`src/rtl/idct_pkg.sv`:
```
// Shared constants and types for the IDCT coefficient stream.
// Block lengths, mode encoding and read-FSM state encoding.
package idct_pkg;

  localparam int W_COEF = 25;

  localparam logic MODE_4X4 = 1'b0;
  localparam logic MODE_8X8 = 1'b1;

  localparam int LEN_4X4 = 16;
  localparam int LEN_8X8 = 64;

  typedef enum logic [1:0] {
    ST_IDLE,
    ST_SEND,
    ST_GAP
  } rd_state_t;

endpackage

```
`src/rtl/idct_coef_bank.sv`:
```
// Ping-pong coefficient storage: 2 x 64 words, one write port,
// one asynchronous read port, contents never reset.
module idct_coef_bank
  import idct_pkg::*;
#(
  parameter int W = W_COEF
) (
  input  logic         clk,
  input  logic         we,
  input  logic         wbank,
  input  logic [5:0]   waddr,
  input  logic [W-1:0] wdata,
  input  logic         rbank,
  input  logic [5:0]   raddr,
  output logic [W-1:0] rdata
);

  logic [W-1:0] mem [2][64];

  always_ff @(posedge clk) begin
    if (we) mem[wbank][waddr] <= wdata;
  end

  assign rdata = mem[rbank][raddr];

endmodule

```
`src/rtl/idct_coef_tx.sv`:
```
// Serial coefficient transmitter: commits 4x4/8x8 blocks into
// a ping-pong buffer and streams them one word per cycle.
module idct_coef_tx
  import idct_pkg::*;
#(
  parameter int W   = W_COEF,
  parameter int GAP = 1
) (
  input  logic         clk,
  input  logic         reset,
  input  logic         wr_en,
  input  logic [5:0]   wr_addr,
  input  logic [W-1:0] wr_data,
  input  logic         commit,
  input  logic         commit_mode,
  output logic         commit_ready,
  output logic [W-1:0] seq_out,
  output logic         seq_mode,
  output logic         seq_valid,
  output logic         seq_first,
  output logic         seq_last,
  output logic         busy
);

  localparam logic [2:0] GAP_M1 =
    (GAP > 0) ? 3'(GAP - 1) : 3'd0;
  localparam logic [5:0] LAST_4X4 = 6'(LEN_4X4 - 1);
  localparam logic [5:0] LAST_8X8 = 6'(LEN_8X8 - 1);

  logic [1:0]   full;
  logic [1:0]   bmode;
  logic         wb;
  logic         rb;
  logic [5:0]   cnt;
  logic [2:0]   gcnt;
  rd_state_t    state;
  logic [W-1:0] rd_data;
  logic         wr_ok;
  logic         cm_ok;
  logic         go;
  logic         cur_mode;
  logic         is_last;

  assign commit_ready = ~full[wb];
  assign wr_ok = wr_en & commit_ready;
  assign cm_ok = commit & commit_ready;
  assign busy  = (|full) || (state != ST_IDLE);

  // A word is registered in every SEND cycle and on the IDLE
  // cycle that launches a block, giving commit-to-data of 2.
  assign go = (state == ST_SEND) ||
              ((state == ST_IDLE) && full[rb]);
  assign cur_mode = bmode[rb];
  assign is_last  = cnt == ((cur_mode == MODE_8X8) ?
                            LAST_8X8 : LAST_4X4);

  idct_coef_bank #(.W(W)) u_bank (
    .clk   (clk),
    .we    (wr_ok),
    .wbank (wb),
    .waddr (wr_addr),
    .wdata (wr_data),
    .rbank (rb),
    .raddr (cnt),
    .rdata (rd_data)
  );

  always_ff @(posedge clk or negedge reset) begin
    if (!reset) begin
      full      <= '0;
      bmode     <= '0;
      wb        <= 1'b0;
      rb        <= 1'b0;
      cnt       <= '0;
      gcnt      <= '0;
      state     <= ST_IDLE;
      seq_out   <= '0;
      seq_mode  <= 1'b0;
      seq_valid <= 1'b0;
      seq_first <= 1'b0;
      seq_last  <= 1'b0;
    end else begin
      if (cm_ok) begin
        full[wb]  <= 1'b1;
        bmode[wb] <= commit_mode;
        wb        <= ~wb;
      end
      if (go) begin
        seq_out   <= rd_data;
        seq_valid <= 1'b1;
        seq_first <= (cnt == 6'd0);
        seq_last  <= is_last;
        seq_mode  <= cur_mode;
        if (is_last) begin
          full[rb] <= 1'b0;
          rb       <= ~rb;
          cnt      <= '0;
          if (GAP > 0) begin
            state <= ST_GAP;
            gcnt  <= GAP_M1;
          end else if (full[~rb]) begin
            state <= ST_SEND;
          end else begin
            state <= ST_IDLE;
          end
        end else begin
          cnt   <= cnt + 6'd1;
          state <= ST_SEND;
        end
      end else begin
        seq_out   <= '0;
        seq_valid <= 1'b0;
        seq_first <= 1'b0;
        seq_last  <= 1'b0;
        if (state == ST_GAP) begin
          if (gcnt == 3'd0) state <= ST_IDLE;
          else gcnt <= gcnt - 3'd1;
        end
      end
    end
  end

endmodule

```
`config.mk`:
```
export PLATFORM = sky130hd
export DESIGN_NAME = idct_coef_tx
export DESIGN_NICKNAME = d
export VERILOG_FILES = /design/src/rtl/idct_pkg.sv /design/src/rtl/idct_coef_bank.sv /design/src/rtl/idct_coef_tx.sv
export SDC_FILE = /design/constraint.sdc
export NUM_CORES = 2
export LEC_CHECK = 0
export CAP_MARGIN = 20
export CELL_PAD_IN_SITES_DETAIL_PLACEMENT = 0
export CELL_PAD_IN_SITES_GLOBAL_PLACEMENT = 1
export CORE_UTILIZATION = 61
export DETAILED_ROUTE_END_ITERATION = 10
export PLACE_DENSITY = 0.92
export SKIP_LAST_GASP = 1
export SLEW_MARGIN = 20
export SYNTH_ARGS = -nofsm -noshare
export SYNTH_HDL_FRONTEND = slang
export SYNTH_SLANG_ARGS = --single-unit
```
`constraint.sdc`:
```
create_clock -name clk -period 8.3 [get_ports clk]
set_clock_uncertainty 0.1 [all_clocks]
set_input_delay 1.66 -clock clk [delete_from_list [all_inputs] [get_ports clk]]
set_output_delay 1.66 -clock clk [all_outputs]
set_load 0.005 [all_outputs]
```
# [Word-level counts from Yosys, hierarchy flattened]
# Memories as Yosys holds them, arrays and structs flattened.
# Cells that the tools add are included.
[totals] mem_count=1 wordCells=88 out_inout_bits=31 ramBits=3200 regBits=46 input_bits=36
[classes] eq_ne=5 n_lt_le_gt_ge=7 muxes=35 n_bitwise=10 addsub=2 reduce_logical=16
[memory_table] name="u_bank.mem" words=2 width=1600 rd=1 rd_ports_with_merged_regs=0 wr=1 line_no="idct_coef_bank.sv:18" text="logic [W-1:0] mem [2][64];"
[op_table] operator="2-to-1 mux 1600 bit" count=1
[op_table] operator="binary-select mux 25 bit (select 6 bit)" count=1
[op_table] operator="demux 25 bit (select 6 bit)" count=1
[op_table] operator="2-to-1 mux 25 bit" count=4
[op_table] operator="greater-or-equal comparator 7 bit (second input constant)" count=2
[op_table] operator="2-to-1 mux 2 bit" count=7
[op_table] operator="inverter 6 -> 7 bit" count=2
[op_table] operator="2-to-1 mux 1 bit" count=12
[op_table] operator="2-to-1 mux 3 bit" count=4
[op_table] operator="2-to-1 mux 6 bit" count=2
[op_table] operator="less-than comparator 7 x 1 -> 1 bit (second input constant)" count=1
[op_table] operator="adder 6 x 1 -> 6 bit (second input constant)" count=1
[op_table] operator="equality test 6 bit" count=1
[op_table] operator="zero test 6 bit" count=1
[op_table] operator="nonzero test 2 bit" count=3
[op_table] operator="logical AND 1 bit" count=4
[op_table] operator="less-than comparator 1 x 2 -> 1 bit (second input constant)" count=2
[op_table] operator="AND reduction 2 bit" count=2
[op_table] operator="zero test 3 bit" count=1
[op_table] operator="inverter 1 bit" count=3
[op_table] operator="AND reduction 3 bit" count=1
[op_table] operator="subtractor 3 x 1 -> 3 bit (second input constant)" count=1
[op_table] operator="AND 1 bit" count=2
[op_table] operator="AND 2 bit" count=1
[op_table] operator="other kinds (12)" count=15

# [Depth between registers and ports, before layout]
[depth] depth_word=9 depth_mapped=13 depth_no_buf=8

# [Hierarchy]
# From an unflattened synthesis, not the netlist that was laid out.
[unflattened] hier_cells=4848 area_unflattened_um2=123604.8
[modules_own_cells] module="idct_coef_bank" cells_per_inst=4697 area_each_um2=121784.3 n_inst=1
[modules_own_cells] module="idct_coef_tx" cells_per_inst=151 area_each_um2=1820.5 n_inst=1

# [Worst setup path before layout]
# No wires, ideal clock.
[synth_timing] path_kind="in2reg" startpoint="input wr_en" endpoint="memory u_bank.mem[1][425] (netlist name), enable pin" t_arrival_ns=3.414 setup_time_ns=0.407 path_stages=5 slack_ns=4.379 cell_sequence="nand2_1 > nor2_1 > nand3_1 > clkbuf_1 > nor2_1"
[synth_via] elab_chain_cells=3
[synth_lines] item="start, declared" line_no="idct_coef_tx.sv:11" text="input logic wr_en,"
[synth_lines] item="AND 1 bit" line_no="idct_coef_tx.sv:45" text="assign wr_ok = wr_en & commit_ready;"
[synth_lines] item="2-to-1 mux 1 bit" line_no="idct_coef_bank.sv:21" text="if (we) mem[wbank][waddr] <= wdata;"
[synth_lines] item="2-to-1 mux 1600 bit (implied by the code)" line_no="idct_coef_bank.sv:21"
[synth_lines] item="end, declared" line_no="idct_coef_bank.sv:18"
# No other way between the ends.

# [Worst setup path in the final report]
[layout_timing] startpoint="register cnt[0]" endpoint="register seq_out[6]"
[layout_via] elab_chain_cells=5
[layout_lines] item="start, declared" line_no="idct_coef_tx.sv:34" text="logic [5:0] cnt;"
[layout_lines] item="start signal, assigned" line_no="idct_coef_tx.sv:107" text="cnt <= cnt + 6'd1;"
[layout_lines] item="inverter 6 -> 7 bit (implied by the code)" line_no="idct_coef_bank.sv:24" text="assign rdata = mem[rbank][raddr];"
[layout_lines] item="binary-select mux 25 bit (select 6 bit)" line_no="idct_coef_bank.sv:24"
[layout_lines] item="2-to-1 mux 25 bit (implied by the code) (2 in a row)" line_no="idct_coef_bank.sv:24"
[layout_lines] item="2-to-1 mux 25 bit" line_no="idct_coef_tx.sv:88" text="if (go) begin"
[layout_lines] item="end signal, assigned" line_no="idct_coef_tx.sv:89" text="seq_out <= rd_data;"
[layout_lines] item="end, declared" line_no="idct_coef_tx.sv:17" text="output logic [W-1:0] seq_out,"
# No other way between the ends. The select of a mux whose other input is x is not followed.
# A chain may end at the register's enable or synchronous reset.

==> flow_summary.yaml <==
pwr:
  net-switching-power_w: 0.0150
  part_of_the_total_power_dissipated_in_combinational_logic_pct: 29.4
  power.share.switching_pct: 32.5
  internal_power_w: 0.0312
  clock_power_share_pct: 30.7
  power_per_cell_area_nw_per_um2: 332
  p_total_w: 0.0463
  leakage_nw: 43.7
  seq_power_share_pct: 39.9
  vdd.ir_drop.worst_mv: 0.354
logic_synthesis:
  post_synth_xor_area_fraction_pct: 0.0210
  synth_seq_area_share_pct: 77.7
  post_synth_num_cell_types: 69
  post_synth_top_area_share_pct: 76.8
  postSynthRegisterBits: 3246
  synthMostInstantiatedCell: "edfxtp_1"
  synth_compound_gate_area_share_pct: 3.20
  yosysWarningCount: 0
  synth_enable_flop_cells: 3200
  yosys_most_used_dff: "edfxtp_1"
  synth_area_per_cell_um2: 21.8
  synth_area_leader_cell: "edfxtp_1"
  proportion_of_synthesized_area_in_mux_cells_pct: 15.6
  synth-simple-area-share_pct: 1.72
  summed_instance_area_of_the_synthesized_netlist_um2: 125000
  synthCells: 5745
  synth_top_family_by_area: "multiplexers"
  synthTopCellsByArea: "edfxtp_1, mux4_2, mux2i_1, a221oi_1, dfrtp_1"
  syn-num-nets: 5785
  async_sr_flop_fraction_pct: 1.42
  synthAdderAreaFrac_pct: 0.0400
  synth.top_cells.by_count: "edfxtp_1, mux4_2, mux2i_1"
timing:
  final.min_clock_period_ns: 5.23
  timing_max_transition_violations_final: 0
  setup_violations: 0
  worst_hold_slack_ns: 0.407
  grt_setup_unrepaired: "false"
  fin_setup_tns_ns: 0
  final_worst_slack_ns: 3.07
  max_freq_mhz: 191
  hold_viol: 0
  finalCritPeriodShare_pct: 63.0
  worst-slew-pin-transition_ns: 1.35
  timing.max_slew.rel_slack_pct: 10.0
place:
  dp_hpwl_mm: 191
  finalWeightedCongestion: 0.922
  numPortBuffers: 66
  postPlaceCellArea_um2: 129000
  dp_worst_setup_slack_ns: 3.01
floorplan:
  die_h_um: 455
  initial_utilization_pct: 61.7
  std_cell_rows: 165
  ioPinCount: 67
  dieArea_um2: 207000
  placeableCoreArea_um2: 203000
  die_w_um: 455
setup_path:
  critPathRequiredTime_ns: 8.96
  crit_path_start_kind: "flop"
  critical_path_class: "flop to flop"
  crit_arrival_ns: 5.89
  critical_path_capture_point_type: "flop"
  worst-path-max-fanout: 35
clock_network:
  htree_levels: 5
  cts_resized: 0
  postCtsSetupRepairBufs: 0
  clk_pin_slew_ns: 0.06
  postCtsHoldBufs: 0
  cts-root-buf: "clkbuf_16"
  worstSkewPairLatency_ns: 0.98
  clk_path_buf_depth: 4
  cts_tree: "yes"
  clock_sinks: 3246
  cts_buffers: 322
detailed_routing:
  average_routed_wire_per_standard_cell_um: 39.6
  viasPerCell: 7.45
  ant_nets: 0
  vias: 66600
  count_of_unresolved_drc_violations_after_routing: 0
  postRouteWirelength_mm: 354
  drt_pass1_iterations: 9
  detailedRoute.firstIterationViolations: 12900
worst_hold_path:
  worstHoldPathType: "flop to flop"
global_routing:
  grt_pass1_wl_mm: 490
  first_global_vias: 65200
  number_of_antenna_violations_at_the_first_check_in_global_routing: 30
  largest_net_degree_at_the_start_of_global_routing: 131
  grt_usage_pct: 34.3
  grt_overflow_total: 0
finish:
  fillCellCount: 11300
  flow.area_growth_from_synthesis_pct: 11.3
  layout-drive-gt1-share_pct: 24.0
  final_cell_area_excluding_filler_cells_um2: 139000
  nets: 6064
flow_run:
  maxCapViolCount: 0
outcome:
  outcome: "completed"
[area by class of cell]
type,instances,area [um2],share of cell area [%]
Timing Repair Buffer,281,2420,1.74
Clock inverter,129,1270,0.912
Multi-Input combinational cell,2158,26200,18.8
Tap cell,2672,3340,2.40
Clock buffer,422,8700,6.25
Sequential cell,3246,97300,69.8
Antenna cell,15,37.5,0.0269
Inverter,15,68.8,0.0494
[cell usage in the layout (no fill, tap or decap), types with 12 or more instances in the layout]
| cell | n |
|---|---|
| a31oi_1 | 21 |
| buf_12 | 15 |
| nand2b_1 | 14 |
| mux2i_1 | 420 |
| a21oi_1 | 67 |
| nor3_1 | 17 |
| mux2_2 | 19 |
| buf_4 | 223 |
| nand2_1 | 142 |
| mux4_2 | 672 |
| bufinv_16 | 25 |
| nor2_4 | 12 |
| nand3_1 | 80 |
| dfrtp_1 | 41 |
| clkbuf_1 | 82 |
| a221o_1 | 17 |
| edfxtp_1 | 3200 |
| clkinv_1 | 55 |
| and3_1 | 13 |
| a211oi_1 | 25 |
| diode_2 | 15 |
| nor2_2 | 118 |
| nor2b_1 | 12 |
| clkinv_2 | 34 |
| nor2_1 | 46 |
| clkbuf_16 | 330 |
| o21ai_0 | 93 |
| a221oi_1 | 133 |
| clkdlybuf4s50_1 | 40 |
| o221ai_1 | 12 |
| a22oi_1 | 87 |
[critical path, stage by stage, from the launching register on]
cell and delay, ns:
dfrtp_4 0.86, buf_4 0.43, nor2b_4 0.80, buf_4 0.57, a221oi_1 0.25, a221oi_1 0.66, nor3_1 0.34, nor4_1 0.85
nor3_1 0.09
[path summary, 6_finish.rpt]
kind | slack [ns] | from | to | cells past startpoint
worst max-delay path | 3.07 | cnt[0]$_DFFE_PN0N_ | seq_out[6]$_DFF_PN0_ | 8
worst min-delay path | 0.41 | seq_mode$_DFFE_PN0N_ | seq_mode$_DFFE_PN0N_ | 2
min in group asynchronous | 0.76 | reset | seq_out[12]$_DFF_PN0_ | 2
max in group asynchronous | 6.56 | reset | cnt[0]$_DFFE_PN0N_ | 2
worst min register to register | 0.41 | seq_mode$_DFFE_PN0N_ | seq_mode$_DFFE_PN0N_ | 2
worst max register to register | 3.07 | cnt[0]$_DFFE_PN0N_ | seq_out[6]$_DFF_PN0_ | 8
[logic make-up (layout without fill, tap and decap cells)]
family,count (synthesis),count (layout)
buffers and inverters,341,847
AND/OR/NAND/NOR,490,490
AO/OA/AOI/OAI,550,550
multiplexers,1111,1111
XOR/XNOR,3,3
flip-flops,3246,3246
other,0,15
adder cells (fa/ha/maj),4,4
[through the flow]
step | util [%] | instances
4_1_cts | 68.6 | 8922
3_5_place_dp | 63.7 | 8371
3_3_place_gp | 63.7 | 8371
2_1_floorplan | - | 5745
6_report | 68.6 | 8938
5_1_grt | 68.6 | 8929
[flip-flops by register name (all words and copies together), names as in the netlist]
register,count
wb,1
cnt,6
gcnt,3
full,2
state,2
bmode,2
seq_mode,1
u_bank.mem,3200
rb,1
seq_valid,1
seq_out,25
seq_last,1
seq_first,1
[routing by layer]
metal	vias up	GRT usage [%]	part of all wire [%]
met5	-	0.712	0.082
li1	24800	-	-
met1	33900	43.6	32
met4	16	19.8	7.3
met2	6580	53.7	47
met3	1279	9.25	14
[power groups by stage]
| stage | clock (W) | combinational [W] | sequential [W] |
|---|---|---|---|
| finish | 0.0142 | 0.0136 | 0.0185 |
| global route | 0.0148 | 0.0137 | 0.0185 |
| CTS | 0.0142 | 0.0132 | 0.0185 |
| detailed placement | 0 | 0.0128 | 0.0188 |
| global placement | 0 | 0.0126 | 0.0188 |
| floorplan | 0 | 0.00838 | 0.0185 |
No activity file was read; power rests on OpenSTA's default activity.
